## src/rtl/mem_if_pkg.sv

```systemverilog
// mem_if_pkg: shared encodings for the data-memory initiator
package mem_if_pkg;
  localparam logic [1:0] IDLE      = 2'd0;
  localparam logic [1:0] ISSUE     = 2'd1;
  localparam logic [1:0] WAIT_DONE = 2'd2;
  localparam logic [1:0] RESP      = 2'd3;
  localparam logic [2:0] LB  = 3'b000;
  localparam logic [2:0] LH  = 3'b001;
  localparam logic [2:0] LW  = 3'b010;
  localparam logic [2:0] LBU = 3'b100;
  localparam logic [2:0] LHU = 3'b101;
  localparam logic [2:0] SB  = 3'b000;
  localparam logic [2:0] SH  = 3'b001;
  localparam logic [2:0] SW  = 3'b010;
  localparam logic [3:0] SM_LB  = 4'b1001;
  localparam logic [3:0] SM_LH  = 4'b1011;
  localparam logic [3:0] SM_LW  = 4'b1111;
  localparam logic [3:0] SM_LBU = 4'b0001;
  localparam logic [3:0] SM_LHU = 4'b0011;
  localparam logic [3:0] SM_SB  = 4'b0001;
  localparam logic [3:0] SM_SH  = 4'b0011;
  localparam logic [3:0] SM_SW  = 4'b0111;
  localparam logic [1:0] ERR_OK       = 2'b00;
  localparam logic [1:0] ERR_MISALIGN = 2'b01;
  localparam logic [1:0] ERR_FUNCT3   = 2'b10;
  localparam logic [1:0] ERR_TIMEOUT  = 2'b11;
endpackage

```

## src/rtl/mem_req_decode.sv

```systemverilog
// mem_req_decode: maps funct3/store/address to the memory sign_mask and error flags
module mem_req_decode
  import mem_if_pkg::*;
(
  input  logic [2:0] funct3,
  input  logic       is_store,
  input  logic [1:0] addr,
  output logic [3:0] sign_mask,
  output logic       illegal,
  output logic       misaligned
);
  // Translate the access type into the {sign, size mask} code and flag unsupported encodings
  always_comb begin
    sign_mask = 4'b0000;
    illegal   = 1'b0;
    if (is_store)
      case (funct3)
        SB:      sign_mask = SM_SB;
        SH:      sign_mask = SM_SH;
        SW:      sign_mask = SM_SW;
        default: illegal = 1'b1;
      endcase
    else
      case (funct3)
        LB:      sign_mask = SM_LB;
        LH:      sign_mask = SM_LH;
        LW:      sign_mask = SM_LW;
        LBU:     sign_mask = SM_LBU;
        LHU:     sign_mask = SM_LHU;
        default: illegal = 1'b1;
      endcase
  end
  assign misaligned = (funct3[1:0] == 2'b01) ? addr[0] : (funct3[1:0] == 2'b10) ? |addr : 1'b0;
endmodule

```

## src/rtl/mem_initiator.sv

```systemverilog
// mem_initiator: single-outstanding load/store initiator for the stalling data memory
module mem_initiator
  import mem_if_pkg::*;
#(
  parameter int TIMEOUT_CYCLES = 16
) (
  input  logic        clk,
  input  logic        rst_n,
  input  logic        req_valid,
  output logic        req_ready,
  input  logic        req_is_store,
  input  logic [2:0]  req_funct3,
  input  logic [31:0] req_addr,
  input  logic [31:0] req_wdata,
  output logic        resp_valid,
  output logic [31:0] resp_rdata,
  output logic [1:0]  resp_err,
  output logic [31:0] mem_addr,
  output logic [31:0] mem_write_data,
  output logic        mem_memwrite,
  output logic        mem_memread,
  output logic [3:0]  mem_sign_mask,
  input  logic [31:0] mem_read_data,
  input  logic        mem_clk_stall
);
  localparam int CW = $clog2(TIMEOUT_CYCLES + 2);
  logic [1:0]    state;
  logic [CW-1:0] cnt;
  logic          is_load;
  logic [3:0]    dec_mask;
  logic          dec_ill;
  logic          dec_mis;
  logic          accept;
  logic          timeout;
  mem_req_decode u_dec (
    .funct3    (req_funct3),
    .is_store  (req_is_store),
    .addr      (req_addr[1:0]),
    .sign_mask (dec_mask),
    .illegal   (dec_ill),
    .misaligned(dec_mis)
  );
  // A busy memory cannot be reset, so a new request waits until it has drained
  assign req_ready = (state == IDLE) && !mem_clk_stall;
  assign accept    = req_valid && req_ready;
  assign timeout   = (TIMEOUT_CYCLES != 0) && (cnt == CW'(TIMEOUT_CYCLES - 1));
  // Handshake FSM: strobes drop as soon as the memory shows it latched the request, so they are low when it goes idle
  always_ff @(posedge clk or negedge rst_n) begin
    if (!rst_n) begin
      state          <= IDLE;
      cnt            <= '0;
      is_load        <= 1'b0;
      mem_addr       <= 32'h0;
      mem_write_data <= 32'h0;
      mem_sign_mask  <= 4'h0;
      mem_memread    <= 1'b0;
      mem_memwrite   <= 1'b0;
      resp_valid     <= 1'b0;
      resp_rdata     <= 32'h0;
      resp_err       <= ERR_OK;
    end else begin
      resp_valid <= 1'b0;
      case (state)
        IDLE: if (accept) begin
          if (dec_ill || dec_mis) begin
            resp_err   <= dec_ill ? ERR_FUNCT3 : ERR_MISALIGN;
            resp_rdata <= 32'h0;
            resp_valid <= 1'b1;
            state      <= RESP;
          end else begin
            mem_addr       <= req_addr;
            mem_write_data <= req_wdata;
            mem_sign_mask  <= dec_mask;
            mem_memread    <= !req_is_store;
            mem_memwrite   <= req_is_store;
            is_load        <= !req_is_store;
            cnt            <= '0;
            state          <= ISSUE;
          end
        end
        ISSUE, WAIT_DONE: begin
          cnt <= cnt + 1'b1;
          if (state == WAIT_DONE && !mem_clk_stall) begin
            resp_rdata <= is_load ? mem_read_data : 32'h0;
            resp_err   <= ERR_OK;
            resp_valid <= 1'b1;
            state      <= RESP;
          end else if (timeout) begin
            mem_memread  <= 1'b0;
            mem_memwrite <= 1'b0;
            resp_rdata   <= 32'h0;
            resp_err     <= ERR_TIMEOUT;
            resp_valid   <= 1'b1;
            state        <= RESP;
          end else if (state == ISSUE && mem_clk_stall) begin
            mem_memread  <= 1'b0;
            mem_memwrite <= 1'b0;
            state        <= WAIT_DONE;
          end
        end
        RESP: state <= IDLE;
      endcase
    end
  end
endmodule

```

## config.mk

```make
export PLATFORM = sky130hd
export DESIGN_NAME = mem_initiator
export DESIGN_NICKNAME = d
export VERILOG_FILES = /design/src/rtl/mem_if_pkg.sv /design/src/rtl/mem_req_decode.sv /design/src/rtl/mem_initiator.sv
export SDC_FILE = /design/constraint.sdc
export NUM_CORES = 1
export LEC_CHECK = 0
export BUFFER_PORTS_ARGS = -buffer_cell sky130_fd_sc_hd__buf_2
export CORE_UTILIZATION = 44
export CTS_BUF_LIST = sky130_fd_sc_hd__clkbuf_8
export DETAILED_ROUTE_END_ITERATION = 10
export HOLD_SLACK_MARGIN = 0.06
export PLACE_DENSITY_LB_ADDON = 0.2
export SLEW_MARGIN = 25
export SYNTH_ARGS = -nofsm -noshare
export SYNTH_HDL_FRONTEND = slang
export SYNTH_SLANG_ARGS = --single-unit
```

## constraint.sdc

```tcl
create_clock -name clk -period 2 [get_ports clk]
set_clock_uncertainty 0.2 [all_clocks]
set_input_delay 0.3 -clock clk [delete_from_list [all_inputs] [get_ports clk]]
set_output_delay 0.3 -clock clk [all_outputs]
set_load 0.1 [all_outputs]
```

# == Word level (Yosys, flattened, before mapping) ==
# Cells that the tools add are included.
# totals
reg_bits,113
latchBits,0
mem_bits_rw,0
rom_bits,0
input_bits,104
output_inout_bits,106
wordCells,92
n_memories,0
# classes
add_sub_neg,1
mul,0
div,0
order_cmp,0
eq_ne,17
shifts,0
muxes,43
bitwise,1
reduce_logical,19
# ops
op,count
two-way mux 32 bit,5
case mux 32 bit (2 select lines),1
two-way mux 2 bit,10
case mux 4 bit (5 select lines),1
two-way mux 1 bit,16
two-way mux 5 bit,2
case mux 5 bit (2 select lines),1
case mux 3 bit (3 select lines),1
== test 2 bit (second input constant),3
== test 3 bit (second input constant),2
!= test 2 bit (second input constant),3
!= test 3 bit (second input constant),2
case mux 1 bit (2 select lines),3
case mux 2 bit (3 select lines),1
AND reduction 3 bit,2
adder 5 x 1 -> 5 bit (second input constant),1
== test 5 x 4 -> 1 bit (second input constant),1
AND reduction 5 bit,1
OR reduction 5 bit,1
== test 2 x 1 -> 1 bit (second input constant),2
logical AND 1 bit,4
two-way mux 4 bit,1
!= test 4 bit (second input constant),1
case mux 2 bit (2 select lines),1
13 further kinds,15

# == Depth between registers and ports, before layout ==
# depth
depth_word,8
mapped_depth,9
ltp_nobuf,7

# == By module ==
# From an unflattened synthesis, not the netlist that was laid out.
# hier_totals
cells_unflattened,381
hier_area_um2,4813.4
# modules_own_cells
module,instances,cells_each,area_per_inst_um2,seq_area_each_um2
mem_initiator,1,371,4748.3,2827.7
mem_req_decode,1,10,65.1,0.0

# == Worst setup path after synthesis ==
# OpenSTA, ideal clock, no wires.
# synth_path
path_type,flip-flop to output port
from,register state[0]
to,output req_ready
t_arrival_ps,2272
required_ps,1500
setup_slack_ps,-772
stages_incl_launch_ff,5
cell_sequence,dfrtp_1 -> inv_1 -> ha_1 -> clkbuf_1 -> nor2b_1
# synth_between
elab_chain_len,2
# synth_rtl
element,line_no,rtl
"start, declared",mem_initiator.sv:27,logic [1:0] state;
"start signal, assigned",mem_initiator.sv:50,state <= IDLE;
"start signal, assigned",mem_initiator.sv:69,state <= RESP;
"start signal, assigned",mem_initiator.sv:78,state <= ISSUE;
zero test 2 bit,mem_initiator.sv:44,assign req_ready = (state == IDLE) && !mem_clk_stall;
logical AND 1 bit,mem_initiator.sv:44,
"end, declared",mem_initiator.sv:10,"output logic req_ready,"
# Every way passes these cells.

# == Worst setup path after layout ==
# layout_path
from,register state[0]
to,register resp_rdata[26]
# layout_between
elab_chain_len,5
elab_cells_between_ends,14
cone_classes,eq/ne (5); mux (2); reduce/logical (7)
# layout_rtl
element,line_no,rtl
"parallel branches: the longest is 5 deep, another holds AND reduction 4 bit",--,
"end signal, assigned",mem_initiator.sv:84,resp_rdata <= is_load ? mem_read_data : 32'h0;
"end, declared",mem_initiator.sv:16,"output logic [31:0] resp_rdata,"
# Parallel ways; which one is timed is not known.
# A chain may end at the register's enable or synchronous reset.

==> summary.txt <==
Run status
  • Run status: finished, violations left
  • Failing checks: setup timing

Finish
  • Fin cells: 808
  • Layout area overhead: 63.7%
  • Fin nets: 770
  • Filler cells: 669
  • Share of post-route cells with drive strength above 1: 0.536
  • Number of diodes: 0

Synthesis
  • Top FF cell, synth: dfrtp_1
  • Yosys warns: 0
  • EDFF count, synth: 0
  • Cell taking the most area after synthesis: dfrtp_1
  • Distinct cell type count after synthesis: 39
  • Post-synth ARST share: 1.00
  • Gate Count Post-Synth: 313
  • Synth top area share: 0.592
  • Synth area leaders: dfrtp_1 (59%), mux2_4 (17%), a22o_1 (5.9%)
  • Synthesized area per cell: 15.3 sq um
  • Synth Register Bits: 113
  • Syn nets: 424
  • Sequential area share after synthesis: 0.592
  • Synth Cell Area: 0.00477 sq mm

Place
  • Dpl hpwl: 8320 um
  • I/O Buffers: 209
  • Worst Setup Slack post-DPL: -0.0474 ns
  • GP Congestion: 0.839
  • Placed Cells: 666

Clock tree
  • Clock sinks: 113
  • CTS max path bufs: 2
  • H-tree depth: 4
  • Cts bufs inserted: 17
  • CTS tree: done
  • Root buf cell: clkbuf_8
  • Clock latency on the worst-skew pair: 0.42 ns
  • Worst-path clk slew: 0.07 ns

Setup path
  • Critical path peak fanout: 32
  • Slowest stage delay, CP: 0.40 ns
  • Reg2reg end: resp_rdata[26]$_DFFE_PN0P_
  • Critical R2R Launch: state[0]$_DFFE_PN0P_
  • Critical Path End Type: flip-flop
  • Reg2Reg Depth: 8
  • Largest delay share family, worst path: compound AO/OA/AOI/OAI gates
  • Crit start category: flip-flop
  • CP bufs+invs: 3
  • Crit-path slowest cell: dfrtp_1
  • Worst path cell trace: inv_2, ha_4, nand3b_1, o31ai_1, buf_4, o21ai_4, buf_12, a22o_1
  • Critical path class: reg -> reg
  • WP data required: 2.10 ns
  • Flop2flop setup slack: -0.03 ns
  • Arrival time worst endpoint: 2.14 ns

Detailed routing
  • Antenna-violating nets left: 0
  • Routed len/inst: 17.3 um
  • Routed met2 length: 7450 um
  • Met3 Routed Length: 648 um
  • Top Metal Used: met4
  • DR iter-0 viols: 172
  • Routed wire length: 14000 um
  • DR DRC count: 0
  • First-pass iteration count of the detailed router: 6
  • Vias per cell: 4.99
  • Vias: 4030
  • M1 WL: 5490 um

Global routing
  • Global-route wire length before repair: 20900 um
  • All-layer global routing usage: 0.243
  • Vias in the first global route: 4202
  • Gr ovfl total: 0
  • Initial antenna violation count: 0
  • Largest net degree at the start of global routing: 44

Die
  • Die height: 106 um
  • Die Wd: 106 um
  • Initial core utilization: 0.458
  • Ports: 210
  • Row cnt: 37
  • Die ar.: 0.0113 sq mm
  • Core Region: 0.0104 sq mm

STA
  • Slew margin rel.: 0.645
  • Worst slew pin tran: 0.532 ns
  • Endpoints failing setup: 12
  • Final Max Tran Viols: 0
  • Minimum clock period after layout: 2.03 ns
  • RSZ-0062 raised after global routing: true
  • Highest Clock Rate: 491 MHz
  • Final Hold Fails: 0
  • Period Utilization, post-route: 1.02
  • Setup ws final: -0.0347 ns
  • Sum of negative setup slack: -0.126 ns

Flow run
  • Max Cap Viol: 0

Min path
  • Worst hold path class: in -> async
## placed cells by master, fill, tap and decap left out, drive strengths merged, types with 2 or more instances in the layout
cell type / netlist / layout
and3: 2 / 2
a21oi: 3 / 3
clkinv: 0 / 6
nor2b: 3 / 3
dlygate4sd3: 0 / 101
and2: 3 / 3
a22o: 32 / 32
inv: 7 / 9
mux2i: 3 / 3
clkinvlp: 0 / 2
o211ai: 2 / 2
nand2: 8 / 8
o311ai: 2 / 2
o21ai: 9 / 10
a21o: 2 / 2
nand2b: 2 / 2
dfrtp: 113 / 113
o31ai: 2 / 2
mux2: 67 / 67
o22ai: 2 / 2
buf: 16 / 240
nand3: 6 / 6
ha: 7 / 7
clkbuf: 2 / 21
bufinv: 0 / 4
nor2: 8 / 8
## metrics by stage
stage | hold WS (ns) | cell area [sq um] | util
2_1_floorplan | -0.196 | 4810 | -
3_3_place_gp | 0.0219 | 6160 | 0.592
3_5_place_dp | 0.0255 | 6160 | 0.592
4_1_cts | 0.0797 | 7670 | 0.737
5_1_grt | 0.128 | 7820 | 0.750
6_report | 0.110 | 7820 | 0.750
## worst reg2reg max path, stage by stage (launching register included)
cell      delay (ns)
dfrtp_1         0.40
inv_2           0.10
ha_4            0.15
nand3b_1        0.12
o31ai_1         0.26
buf_4           0.17
o21ai_4         0.08
buf_12          0.17
a22o_1          0.27
## layout make-up
class                   instances  area, sq um  area share
clock inverters                14          189      0.0242
repair buffers                344         2480       0.317
clock buffers                  18          248      0.0317
well taps                     136          170      0.0218
multi-input cells             176         1870       0.240
flip-flops and latches        113         2830       0.362
inverters                       7         26.3     0.00336
## worst max path at each step
| stage | startpoint | to | slack, ns | depth (start not counted) |
|---|---|---|---|---|
| detailed placement | state[0]$_DFFE_PN0P_ | resp_rdata[28]$_DFFE_PN0P_ | -0.05 | 8 |
| finish | state[0]$_DFFE_PN0P_ | resp_rdata[26]$_DFFE_PN0P_ | -0.03 | 8 |
| global placement | req_funct3[2] | resp_rdata[26]$_DFFE_PN0P_ | 0.008 | 7 |
| floorplan | state[0]$_DFFE_PN0P_ | resp_rdata[0]$_DFFE_PN0P_ | -0.01 | 7 |
| global route | state[0]$_DFFE_PN0P_ | resp_rdata[26]$_DFFE_PN0P_ | -0.08 | 7 |
| CTS | state[1]$_DFFE_PN0P_ | req_ready | -0.006 | 5 |
## state kept, by name, indices dropped and copies added (netlist names)
register / cells
mem_addr: 32
cnt: 5
mem_write_data: 32
mem_sign_mask: 4
resp_valid: 1
resp_rdata: 32
mem_memread: 1
is_load: 1
resp_err: 2
state: 2
mem_memwrite: 1
## what timing repair did
item	in CTS	in global routing
pin swaps	1	4
setup buffers	3	2
gates cloned	0	4
endpoints found under the setup margin	34	108
gates resized for setup	8	9
hold buffers	101	0
endpoints found under the hold margin	213	0
## layer usage
metal  up-vias  global-route usage
met5         -                   0
met1      2007               0.277
met4         0              0.0972
li1       1839                   -
met3        37              0.0613
met2       147               0.432
## cells by family after synthesis
| kind of cell | after synthesis | synth area share |
|---|---|---|
| flops | 113 | 0.592 |
| compound gates | 61 | 0.103 |
| simple gates | 37 | 0.0414 |
| mux | 70 | 0.208 |
| fa+ha+maj | 7 | 0.0183 |
| buf+inv | 25 | 0.0375 |
## synthesized netlist by cell type (5+ instances only)
cell type	count
mux2_4	55
nand2_1	8
buf_2	5
nor2_1	8
buf_6	10
inv_1	7
ha_1	7
mux2_2	12
a22o_1	32
nand3_1	6
o21ai_0	7
dfrtp_1	113
Power is not shown: default switching activity piles up to over one toggle a cycle in this logic, so the estimate is an artifact.
